## src/rtl/html_char_streamer_pkg.sv

```systemverilog
// Shared constants, state encoding and the whitespace-normalising helper for the streamer.
package html_char_streamer_pkg;

  localparam int CHAR_BITES = 8;

  localparam logic [CHAR_BITES-1:0] CHAR_NUL   = 8'h00;
  localparam logic [CHAR_BITES-1:0] CHAR_SPACE = 8'h20;
  localparam logic [CHAR_BITES-1:0] CHAR_TAB   = 8'h09;
  localparam logic [CHAR_BITES-1:0] CHAR_LF    = 8'h0A;
  localparam logic [CHAR_BITES-1:0] CHAR_CR    = 8'h0D;

  typedef enum logic [2:0] {
    S_IDLE,
    S_FILL,
    S_RUN,
    S_DRAIN,
    S_DONE
  } stream_state_e;

  // CR, LF and TAB all read as a plain space to the parser.
  function automatic logic [CHAR_BITES-1:0] norm_ws(input logic [CHAR_BITES-1:0] c);
    return (c == CHAR_CR || c == CHAR_LF || c == CHAR_TAB) ? CHAR_SPACE : c;
  endfunction

endpackage

```

## src/rtl/char_fifo.sv

```systemverilog
// Small synchronous FIFO with occupancy count; read data is the current head (show-ahead).
module char_fifo #(
  parameter int WIDTH = 8,
  parameter int DEPTH = 4
) (
  input  logic                       clk_i,
  input  logic                       rst_i,
  input  logic                       wr_en_i,
  input  logic [WIDTH-1:0]           wr_data_i,
  input  logic                       rd_en_i,
  output logic [WIDTH-1:0]           rd_data_o,
  output logic [$clog2(DEPTH):0]     count_o,
  output logic                       empty_o,
  output logic                       full_o
);

  localparam int PW = $clog2(DEPTH);
  localparam int CW = PW + 1;

  logic [DEPTH-1:0][WIDTH-1:0] mem_q;
  logic [PW-1:0]               wptr_q, rptr_q;
  logic [CW-1:0]               count_q;

  // Storage, pointers and count; pointers wrap naturally since DEPTH is a power of 2.
  always_ff @(posedge clk_i or posedge rst_i) begin
    if (rst_i) begin
      mem_q   <= '0;
      wptr_q  <= '0;
      rptr_q  <= '0;
      count_q <= '0;
    end else begin
      if (wr_en_i) begin
        mem_q[wptr_q] <= wr_data_i;
        wptr_q        <= wptr_q + PW'(1);
      end
      if (rd_en_i) rptr_q <= rptr_q + PW'(1);
      count_q <= count_q + CW'(wr_en_i) - CW'(rd_en_i);
    end
  end

  assign rd_data_o = mem_q[rptr_q];
  assign count_o   = count_q;
  assign empty_o   = (count_q == '0);
  assign full_o    = (count_q == CW'(DEPTH));

  // The streamer only pops when it sees a non-empty FIFO.
  a_no_rd_empty: assert property (@(posedge clk_i) disable iff (rst_i) !(rd_en_i && empty_o));

endmodule

```

## src/rtl/html_char_streamer.sv

```systemverilog
// Fetches document bytes from a 1-cycle ROM, normalises whitespace, and presents one
// character at a time to html_parser, honouring its pause.
module html_char_streamer
  import html_char_streamer_pkg::*;
#(
  parameter int ADDR_WIDTH = 12,
  parameter int DOC_LENGTH = 4096,
  parameter int FIFO_DEPTH = 4
) (
  input  logic                  clock_i,
  input  logic                  reset_i,
  input  logic                  start_i,
  input  logic                  pause_i,
  output logic [ADDR_WIDTH-1:0] rom_addr_o,
  output logic                  rom_rd_o,
  input  logic [CHAR_BITES-1:0] rom_data_i,
  output logic [CHAR_BITES-1:0] char_o,
  output logic                  char_valid_o,
  output logic                  state_enable_o,
  output logic                  done_o
);

  localparam int CW = $clog2(FIFO_DEPTH) + 1;
  localparam logic [ADDR_WIDTH-1:0] LAST_ADDR = ADDR_WIDTH'(DOC_LENGTH - 1);

  stream_state_e         state_q, state_d;
  logic [ADDR_WIDTH-1:0] addr_q, addr_d;
  logic                  inflight_q;
  logic                  fetch_end_q, fetch_end_d;
  logic                  last_space_q, last_space_d;
  logic [CHAR_BITES-1:0] char_q, char_d;
  logic                  char_valid_q, char_valid_d;

  logic                  fifo_wr, fifo_rd, fifo_empty, fifo_full;
  logic [CHAR_BITES-1:0] fifo_rdata;
  logic [CW-1:0]         fifo_count;
  logic [CW:0]           credits_used;
  logic                  ret_term, fetch_done, consume;
  logic [CHAR_BITES-1:0] ret_char;

  char_fifo #(.WIDTH(CHAR_BITES), .DEPTH(FIFO_DEPTH)) u_fifo (
    .clk_i     (clock_i),
    .rst_i     (reset_i),
    .wr_en_i   (fifo_wr),
    .wr_data_i (ret_char),
    .rd_en_i   (fifo_rd),
    .rd_data_o (fifo_rdata),
    .count_o   (fifo_count),
    .empty_o   (fifo_empty),
    .full_o    (fifo_full)
  );

  // Returning byte: NUL ends the document, other bytes are normalised and
  // a space is dropped when the previous accepted char was already a space.
  assign ret_term = inflight_q && (rom_data_i == CHAR_NUL);
  assign ret_char = norm_ws(rom_data_i);
  assign fifo_wr  = inflight_q && !ret_term && !(ret_char == CHAR_SPACE && last_space_q);

  // Credit: never have more reads outstanding than free FIFO slots. The read is
  // also held off in the cycle a NUL comes back so nothing is fetched past it.
  assign credits_used = {1'b0, fifo_count} + (CW+1)'(inflight_q);
  assign rom_rd_o     = (state_q == S_FILL || state_q == S_RUN) && !fetch_end_q && !ret_term
                        && (credits_used < (CW+1)'(FIFO_DEPTH));
  assign rom_addr_o   = addr_q;
  assign fetch_done   = fetch_end_q && !inflight_q;

  // Output register handshake: pause only matters once the parser is enabled.
  assign consume = char_valid_q && !pause_i && (state_q == S_RUN || state_q == S_DRAIN);
  assign fifo_rd = (state_q == S_FILL || state_q == S_RUN || state_q == S_DRAIN)
                   && (!char_valid_q || consume) && !fifo_empty;

  // Next-state logic for the FSM, fetch address and output register.
  always_comb begin
    state_d      = state_q;
    addr_d       = addr_q;
    fetch_end_d  = fetch_end_q | (rom_rd_o && addr_q == LAST_ADDR) | ret_term;
    last_space_d = fifo_wr ? (ret_char == CHAR_SPACE) : last_space_q;
    char_d       = char_q;
    char_valid_d = char_valid_q;
    // The counter parks on the last address instead of wrapping.
    if (rom_rd_o && addr_q != LAST_ADDR) addr_d = addr_q + ADDR_WIDTH'(1);
    if (fifo_rd) begin
      char_d       = fifo_rdata;
      char_valid_d = 1'b1;
    end else if (consume) begin
      char_valid_d = 1'b0;
    end
    case (state_q)
      S_IDLE, S_DONE: if (start_i) begin
        state_d      = S_FILL;
        addr_d       = '0;
        fetch_end_d  = 1'b0;
        last_space_d = 1'b0;
      end
      S_FILL: begin
        if (fifo_rd) state_d = S_RUN;
        else if (fetch_done && fifo_empty) state_d = S_DONE;
      end
      S_RUN:   if (fetch_done) state_d = S_DRAIN;
      S_DRAIN: if (fifo_empty && (!char_valid_q || consume)) state_d = S_DONE;
      default: state_d = S_IDLE;
    endcase
  end

  // State registers; reset discards any read still in flight.
  always_ff @(posedge clock_i or posedge reset_i) begin
    if (reset_i) begin
      state_q      <= S_IDLE;
      addr_q       <= '0;
      inflight_q   <= 1'b0;
      fetch_end_q  <= 1'b0;
      last_space_q <= 1'b0;
      char_q       <= '0;
      char_valid_q <= 1'b0;
    end else begin
      state_q      <= state_d;
      addr_q       <= addr_d;
      inflight_q   <= rom_rd_o;
      fetch_end_q  <= fetch_end_d;
      last_space_q <= last_space_d;
      char_q       <= char_d;
      char_valid_q <= char_valid_d;
    end
  end

  assign char_o         = char_q;
  assign char_valid_o   = char_valid_q;
  assign state_enable_o = (state_q == S_RUN || state_q == S_DRAIN);
  assign done_o         = (state_q == S_DONE);

  // Credit-based fetch means a push into a full FIFO always pairs with a pop.
  a_no_overflow: assert property (@(posedge clock_i) disable iff (reset_i)
                                  !(fifo_wr && fifo_full && !fifo_rd));

endmodule

```

## config.mk

```make
export PLATFORM = sky130hd
export DESIGN_NAME = html_char_streamer
export DESIGN_NICKNAME = d
export VERILOG_FILES = /design/src/rtl/html_char_streamer_pkg.sv /design/src/rtl/char_fifo.sv /design/src/rtl/html_char_streamer.sv
export SDC_FILE = /design/constraint.sdc
export NUM_CORES = 1
export LEC_CHECK = 0
export ABC_AREA = 0
export CAP_MARGIN = 20
export CELL_PAD_IN_SITES_DETAIL_PLACEMENT = 1
export CELL_PAD_IN_SITES_GLOBAL_PLACEMENT = 2
export CORE_MARGIN = 3
export CORE_UTILIZATION = 38
export DETAILED_ROUTE_END_ITERATION = 10
export GPL_TIMING_DRIVEN = 0
export PLACE_DENSITY_LB_ADDON = 0.2
export SLEW_MARGIN = 40
export SYNTH_ARGS = -nofsm -noshare
export SYNTH_HDL_FRONTEND = slang
export SYNTH_HIERARCHICAL = 1
export SYNTH_SLANG_ARGS = --single-unit
export TNS_END_PERCENT = 50
```

## constraint.sdc

```tcl
create_clock -name clock_i -period 3.2 [get_ports clock_i]
set_clock_uncertainty 0.1 [all_clocks]
set_input_delay 0.64 -clock clock_i [delete_from_list [all_inputs] [get_ports clock_i]]
set_output_delay 0.64 -clock clock_i [all_outputs]
set_load 0.005 [all_outputs]
```

Word-level counts from Yosys, hierarchy flattened:

Index checks and enable logic that the tools add are counted.

* register bits: 66
* bits of input ports: 12
* output and inout bits: 24
* logic and storage cells: 98

* $add $sub $neg: 6
* $lt $le $gt $ge: 4
* equality and inequality tests: 14
* muxes and demuxes: 22
* bitwise gates (word level): 2
* reductions and logical operators: 36

Operators with widths (number)
* $mux 12: 3
* $bwmux 32: 1
* $eq 8x4->1 const B: 3
* $mux 8: 3
* $logic_and 1x1->1: 17
* $bmux 8 s2: 1
* $demux 8 s2: 1
* $mux 3: 5
* $add 12x1->12 const B: 1
* $eq 12x12->1 const B: 1
* $ne 12x12->1 const B: 1
* $pmux 3 s4: 1
* $eq 8x6->1 const B: 1
* $logic_not 8->1: 1
* $logic_not 1->1: 7
* $mux 1: 7
* $eq 3x2->1 const B: 2
* $logic_not 3->1: 2
* $logic_or 1x1->1: 6
* $lt 2x3->1 const B: 2
* $add 2x1->2 const B: 2
* $add 3x1->4: 1
* $lt 4x3->1 const B: 1
* $ne 2x2->1 const B: 2
* 11 further kinds: 12

Depth between registers and ports, before layout:

Gate-level depths: netlist of the first run.

* depth after elaboration: 11
* gate-level depth with buffers: 12
* depth with buffers taken out: 10

Hierarchy:

Netlist of the first run, hierarchy kept.

By module, submodules not included
* char_fifo: times used 1, cells each 110, area an instance 1760.4 µm², seq. area each 975.9 µm²
* html_char_streamer: times used 1, cells each 158, area an instance 1491.4 µm², seq. area each 675.6 µm²

Worst setup path after synthesis of the first run:

Ideal clock, no wire load.

* kind: input -> register
* from: in pause_i
* to: reg u_fifo.count_q[2] (netlist: u_fifo/count_o[2])
* data arrival time: 2.454 ns
* required time: 2.977 ns
* slack: 0.523 ns
* cell stages on the path: 11
* buffers on the path: 1
* cell sequence: nand2_1 > a21oi_1 > or3_2 > buf_2 > inv_1 > ha_1 > inv_1 > ha_1 > fa_1 > xnor2_1 > xnor2_1

* word-level cells in the longest chain between the ends: 7

RTL lines
* start: declaration: line html_char_streamer.sv:13 `input logic pause_i,`
* $logic_not 1->1: line html_char_streamer.sv:68 `assign consume = char_valid_q && !pause_i && (state_q == S_RUN || state_q == S_DRAIN);`
* $logic_and 1x1->1 (2 in series): line html_char_streamer.sv:68
* $logic_or 1x1->1: line html_char_streamer.sv:70 `&& (!char_valid_q || consume) && !fifo_empty;`
* $logic_and 1x1->1 (2 in series): line html_char_streamer.sv:70
* $sub 3x1->3: line char_fifo.sv:37 `count_q <= count_q + CW'(wr_en_i) - CW'(rd_en_i);`
* end signal: assignment: line char_fifo.sv:37
* end: declaration: line char_fifo.sv:22 `logic [CW-1:0] count_q;`

No other way between the ends.
A chain may end at the register's enable or synchronous reset.

Worst setup path after layout of the first run:

* from: in rom_data_i[3]
* to: out rom_rd_o

* word-level cells in the longest chain between the ends: 5

RTL lines
* start: declaration: line html_char_streamer.sv:16 `input logic [CHAR_BITES-1:0] rom_data_i,`
* $logic_not 8->1: line html_char_streamer.sv:55 `assign ret_term = inflight_q && (rom_data_i == CHAR_NUL);`
* $logic_and 1x1->1: line html_char_streamer.sv:55
* $logic_not 1->1: line html_char_streamer.sv:62 `assign rom_rd_o = (state_q == S_FILL || state_q == S_RUN) && !fetch_end_q && !ret_term`
* $logic_and 1x1->1: line html_char_streamer.sv:62
* $logic_and 1x1->1: line html_char_streamer.sv:63 `&& (credits_used < (CW+1)'(FIFO_DEPTH));`
* end: declaration: line html_char_streamer.sv:15 `output logic rom_rd_o,`

No other way between the ends.

==> impl_metrics.env, run 1 <==
export IMPL_drc=0
export IMPL_power_leakage_uw=0.00169
export IMPL_clock_fmax_ghz=0.319
export IMPL_grt_max_degree=40
export IMPL_layout_common_cells="66 x dfrtp_1, 41 x mux2_2, 35 x clkdlybuf4s50_1"
export IMPL_viasPerCell=5.23
export IMPL_final_antenna_net_count=0
export IMPL_min_period_over_period_pct=98.1
export IMPL_grt_pass1_wl_um=12600
export IMPL_start_util_pct=39.3
export IMPL_final_common_cell="dfrtp_1"
export IMPL_setup_ws_ps=60.3
export IMPL_hold_class="reg2reg"
export IMPL_cts_made_buffers=9
export IMPL_drv_cap=0
export IMPL_p_int_uw=1950
export IMPL_fill_cells=886
export IMPL_powerDensity_nw_per_um2=720
export IMPL_crit_fanout=4
export IMPL_cts_root_buf="clkbuf_8"
export IMPL_synthesis_nets=287
export IMPL_drive_above_1_share_pct=27.9
export IMPL_num_antenna_cells=0
export IMPL_max_stage_delay_ps=480
export IMPL_crit_chain="clkdlybuf4s50_1 > nor4_4 > nand3_2 > and2_2 > clkdlybuf4s50_1"
export IMPL_clock_sinks=66
export IMPL_vias=2216
export IMPL_grt_usage_pct=16.6
export IMPL_port_buffers=35
export IMPL_area_growth_syn_to_layout_pct=22.4
export IMPL_drt_met1_wl_um=3450
export IMPL_core_sq_um=8260
export IMPL_nNetsFinal=334
export IMPL_p_comb_share_pct=30.6
export IMPL_ios=36
export IMPL_crit_type="in2out"
export IMPL_synth_area_sq_um=3250
export IMPL_first_global_vias=2411
export IMPL_fin_tns_setup_ps=0
export IMPL_gp_congestion=0.725
export IMPL_outcome="finished, final reports clean"
export IMPL_endpoint_kind="output pin"
export IMPL_finalSetupViolCount=0
export IMPL_peakVddDrop_v=0.000341
export IMPL_dr_wl_met2_um=3560
export IMPL_htreeDepth=3
export IMPL_finalMaxSlewViolations=0
export IMPL_cp_start_kind="primary input"
export IMPL_dieWidth_um=98.4
export IMPL_power_frac_clock_pct=24.4
export IMPL_wl_per_cell_um=17.3
export IMPL_clock_latency_ps=330
export IMPL_grt_remaining_overflow=0
export IMPL_swShare_pct=31.8
export IMPL_die_area_sq_um=9690
export IMPL_timing_slew_headroom_pct=57.6
export IMPL_post_place_ws_ps=-335
export IMPL_tightestPinTransition_ps=635
export IMPL_antenna_found_initial=0
export IMPL_rsz0062_at_grt="true"
export IMPL_switchingPower_uw=910
export IMPL_dr_pass1_iters=4
export IMPL_highest_layer="met4"
export IMPL_placed_area_sq_um=3730
export IMPL_die_h_um=98.4
export IMPL_hpwl_um=5120
export IMPL_finalWirelength_um=7360
export IMPL_cts_path_max_buffers=2
export IMPL_rows=33
export IMPL_period_minus_slack_ps=3140
export IMPL_cts_tree="built"
export IMPL_design_area_sq_um=3970
export IMPL_met3_length_um=199
export IMPL_critical_path_required_ps=2460
export IMPL_crit_top_cell="clkdlybuf4s50_1"
export IMPL_synth_avg_cell_area_sq_um=12.2
export IMPL_final_hold_viol_count=0
export IMPL_seqPwrFrac_pct=45.0
export IMPL_arrival_ps=2400
export IMPL_clk_pin_slew_ps=80
export IMPL_cp_slowest_cell="clkdlybuf4s50_1"
export IMPL_netlist_instances=267
export IMPL_yosys_warnings=6
export IMPL_drt_iter0_markers=48
[repair_timing]
item | CTS | global route
pin swaps | 0 | 2
gates resized for setup | 5 | 1
buffers inserted | 0 | 1
setup endpoints to repair | 1 | 2
hold buffers | 0 | 0
[flip-flops by register name, summed over array words and instances, names as in the netlist]
signal,count
inflight_q,1
char_valid_o,1
u_fifo/rptr_q,2
u_fifo/wptr_q,2
u_fifo/count_o,3
u_fifo/mem_q,32
state_q,3
char_o,8
last_space_q,1
fetch_end_q,1
rom_addr_o,12
[routing by layer]
layer | vias to the layer above | GRT usage (%)
met5 | - | 0
met1 | 1122 | 22.2
met3 | 9 | 3.11
met2 | 34 | 26.6
met4 | 0 | 6.83
li1 | 1051 | -
[per-stage QoR]
step / utilization, % / hold WS, ps / power (uW) / std cells
floorplan: - / 374 / 1910 / 267
global placement: 45.1 / 383 / 2120 / 407
detailed placement: 45.2 / 390 / 2180 / 407
CTS: 48.0 / 409 / 2900 / 423
global route: 48.1 / 418 / 3060 / 424
finish: 48.1 / 407 / 2860 / 424
[cell type report]
| cell class | count | area (sq um) | share of cell area [%] |
|---|---|---|---|
| sequential | 66 | 1650 | 41.6 |
| inverter | 15 | 58.8 | 1.48 |
| multi-input combinational | 175 | 1510 | 38.0 |
| buffer | 11 | 66.3 | 1.67 |
| tap | 105 | 131 | 3.31 |
| timing repair buffer | 36 | 358 | 9.01 |
| clock buffer | 10 | 128 | 3.21 |
| clock inverter | 6 | 67.6 | 1.70 |
[worst max-delay path: cells and delay by family]
family	cells	cell delay, ps
buffers and inverters	2	930
and+or+nand+nor	3	820
[final timing paths]
check                             startpoint                end  slack [ps]  cells after the start
min in group asynchronous            reset_i   u_fifo/mem_q[25]         630                      2
max                            rom_data_i[3]           rom_rd_o          60                      5
min                         u_fifo/mem_q[22]   u_fifo/mem_q[22]         410                      1
min reg2reg                 u_fifo/mem_q[22]   u_fifo/mem_q[22]         410                      1
max in group asynchronous            reset_i          char_o[6]        1890                      2
max reg2reg                u_fifo/count_o[1]  u_fifo/count_o[2]         370                     10
[power groups by stage]
stage          Combinational [uW]  Sequential [uW]  Clock [uW]
2_1_floorplan                 677             1230           0
3_3_place_gp                  851             1270           0
3_5_place_dp                  882             1300           0
4_1_cts                       893             1280         723
5_1_grt                       977             1320         764
6_report                      875             1290         698
(Power assumes the default switching activity.)
==> run 2: changes to the inputs <==
--- a/config.mk
+++ b/config.mk
@@ -13,10 +13,11 @@
 export CORE_UTILIZATION = 38
 export DETAILED_ROUTE_END_ITERATION = 10
 export GPL_TIMING_DRIVEN = 0
+export HOLD_SLACK_MARGIN = 0.03
 export PLACE_DENSITY_LB_ADDON = 0.2
+export RECOVER_POWER = 50
 export SLEW_MARGIN = 40
 export SYNTH_ARGS = -nofsm -noshare
 export SYNTH_HDL_FRONTEND = slang
 export SYNTH_HIERARCHICAL = 1
 export SYNTH_SLANG_ARGS = --single-unit
-export TNS_END_PERCENT = 50
==> run 2 against run 1 <==
The flow now finishes with violations (capacitance limit, slew limit). Clock power hardly changed. First-iteration DRC count is 21% lower. Sequential power hardly changed. Largest cell class unchanged.
==> impl_metrics.env, run 2 (synthesis gave the netlist of run 1 again) <==
export IMPL_cp_start_kind="primary input"
export IMPL_register_area_sq_um=1650
export IMPL_crit_top_cell="clkdlybuf4s50_1"
export IMPL_antenna_found_initial=0
export IMPL_outcome="finished, violations left"
export IMPL_grtUsageMet1_pct=22.2
export IMPL_powerDensity_nw_per_um2=720
export IMPL_final_core_util_pct=48.1
export IMPL_hold_class="reg2reg"
export IMPL_power_leakage_uw=0.00168
export IMPL_core_sq_um=8260
export IMPL_num_antenna_cells=0
export IMPL_grt_pass1_wl_um=12600
export IMPL_clock_fmax_ghz=0.319
export IMPL_viasPerCell=5.24
export IMPL_violations="capacitance limit, slew limit"
export IMPL_tightestPinTransition_ps=1760
export IMPL_cts_tree="built"
export IMPL_ios=36
export IMPL_drt_iter0_markers=38
export IMPL_clock_sinks=66
export IMPL_htreeDepth=3
export IMPL_clock_latency_ps=330
export IMPL_max_stage_delay_ps=480
export IMPL_cts_root_buf="clkbuf_8"
export IMPL_period_minus_slack_ps=3140
export IMPL_area_growth_syn_to_layout_pct=22.4
export IMPL_drc=0
export IMPL_vias=2223
export IMPL_peakVddDrop_v=0.000341
export IMPL_drv_cap=1
export IMPL_die_area_sq_um=9690
export IMPL_finalWirelength_um=7340
export IMPL_fin_hold_ws_ps=407
export IMPL_fin_tns_setup_ps=0
export IMPL_endpoint_kind="output pin"
export IMPL_nNetsFinal=334
export IMPL_finalMaxSlewViolations=40
export IMPL_post_place_ws_ps=-335
export IMPL_arrival_ps=2400
export IMPL_grt_usage_pct=16.6
export IMPL_design_area_sq_um=3970
export IMPL_min_period_over_period_pct=98.1
export IMPL_rsz0062_at_grt="true"
export IMPL_regMostFlops="u_fifo/mem_q"
export IMPL_crit_type="in2out"
export IMPL_clk_pin_slew_ps=80
export IMPL_cp_slowest_cell="clkdlybuf4s50_1"
export IMPL_gp_congestion=0.725
export IMPL_cp_top_family="buffers and inverters"
export IMPL_cts_made_buffers=9
export IMPL_cts_path_max_buffers=2
export IMPL_crit_fanout=4
export IMPL_final_hold_viol_count=0
export IMPL_final_antenna_net_count=0
export IMPL_drive_above_1_share_pct=27.6
export IMPL_hpwl_um=5120
export IMPL_grt_remaining_overflow=0
export IMPL_layout_common_cells="66 x dfrtp_1, 41 x mux2_2, 34 x clkdlybuf4s50_1"
export IMPL_fill_cells=885
export IMPL_port_buffers=35
export IMPL_met2_usage_pct=26.6
export IMPL_die_h_um=98.4
export IMPL_grt_busiest_layer="met2"
export IMPL_multiInputGateArea_sq_um=1510
export IMPL_placed_area_sq_um=3730
export IMPL_crit_chain="clkdlybuf4s50_1 > nor4_4 > nand3_2 > and2_2 > clkdlybuf4s50_1"
export IMPL_grtUsageMet3_pct=3.11
export IMPL_dieWidth_um=98.4
export IMPL_dr_pass1_iters=4
export IMPL_largest_reg_flops=32
export IMPL_grt_max_degree=40
export IMPL_finalSetupViolCount=0
export IMPL_timing_slew_headroom_pct=-17.9
export IMPL_rows=33
export IMPL_final_common_cell="dfrtp_1"
export IMPL_wl_per_cell_um=17.3
export IMPL_cp_num_buf_inv=2
export IMPL_critical_path_required_ps=2460
export IMPL_setup_ws_ps=60.6
export IMPL_start_util_pct=39.3
export IMPL_first_global_vias=2411
run 2: changes by cell type in the layout (fill, tap and decap cells not counted):
cell,previous run,this run
clkdlybuf4s50_1,35,34
clkinvlp_2,0,1
dlygate4sd3_1,0,1
inv_1,13,14
inv_2,1,0
inv_4,1,0
run 2: final cells by class:
class                      instances  area share, %
clock inverter                     6           1.70
timing repair buffer              36           9.01
multi-input combinational        175           38.1
clock buffer                      10           3.21
tap                              105           3.31
sequential                        66           41.6
inverter                          15           1.45
buffer                            11           1.67
run 2: through the flow:
stage               power, uW  instances
floorplan                1910        267
global placement         2120        407
detailed placement       2180        407
CTS                      2900        423
global route             3060        424
finish                   2860        424
run 2: path summary, 6_finish.rpt:
path,slack [ps],cells after the start,start,end
max in group asynchronous,1070,2,reset_i,u_fifo/mem_q[14]
min in group asynchronous,980,2,reset_i,rom_addr_o[1]
hold / removal,410,1,u_fifo/mem_q[22],u_fifo/mem_q[22]
setup / recovery,60,5,rom_data_i[3],rom_rd_o
hold reg to reg,410,1,u_fifo/mem_q[22],u_fifo/mem_q[22]
setup reg to reg,370,10,u_fifo/count_o[1],u_fifo/count_o[2]
run 2: worst reg2reg max path, cell delays in order, from the launching register on:
cell	delay, ps
dfrtp_1	430
nor3_2	350
or3_2	200
buf_2	290
inv_1	150
ha_1	300
inv_1	40
ha_1	180
fa_1	390
xnor2_1	180
xnor2_1	130
run 2: power by group:
part | leakage, uW | switching (uW) | internal [uW] | total [uW]
Sequential | 0.000844 | 185 | 1100 | 1290
Combinational | 0.000748 | 389 | 485 | 874
Clock | 0.0000925 | 336 | 361 | 697
run 2: repair_timing:
item                                    in CTS  in global routing
endpoints found under the setup margin       1                  2
hold buffers                                 0                  0
gates cloned                                 0                  0
setup buffers                                0                  1
pin swaps                                    0                  2
gates resized for setup                      5                  1
run 2: layer usage:
metal / wire length, um / up-vias
met4: 141 / 0
met2: 3540 / 36
met3: 200 / 9
met5: 0 / -
met1: 3450 / 1125
li1: - / 1053
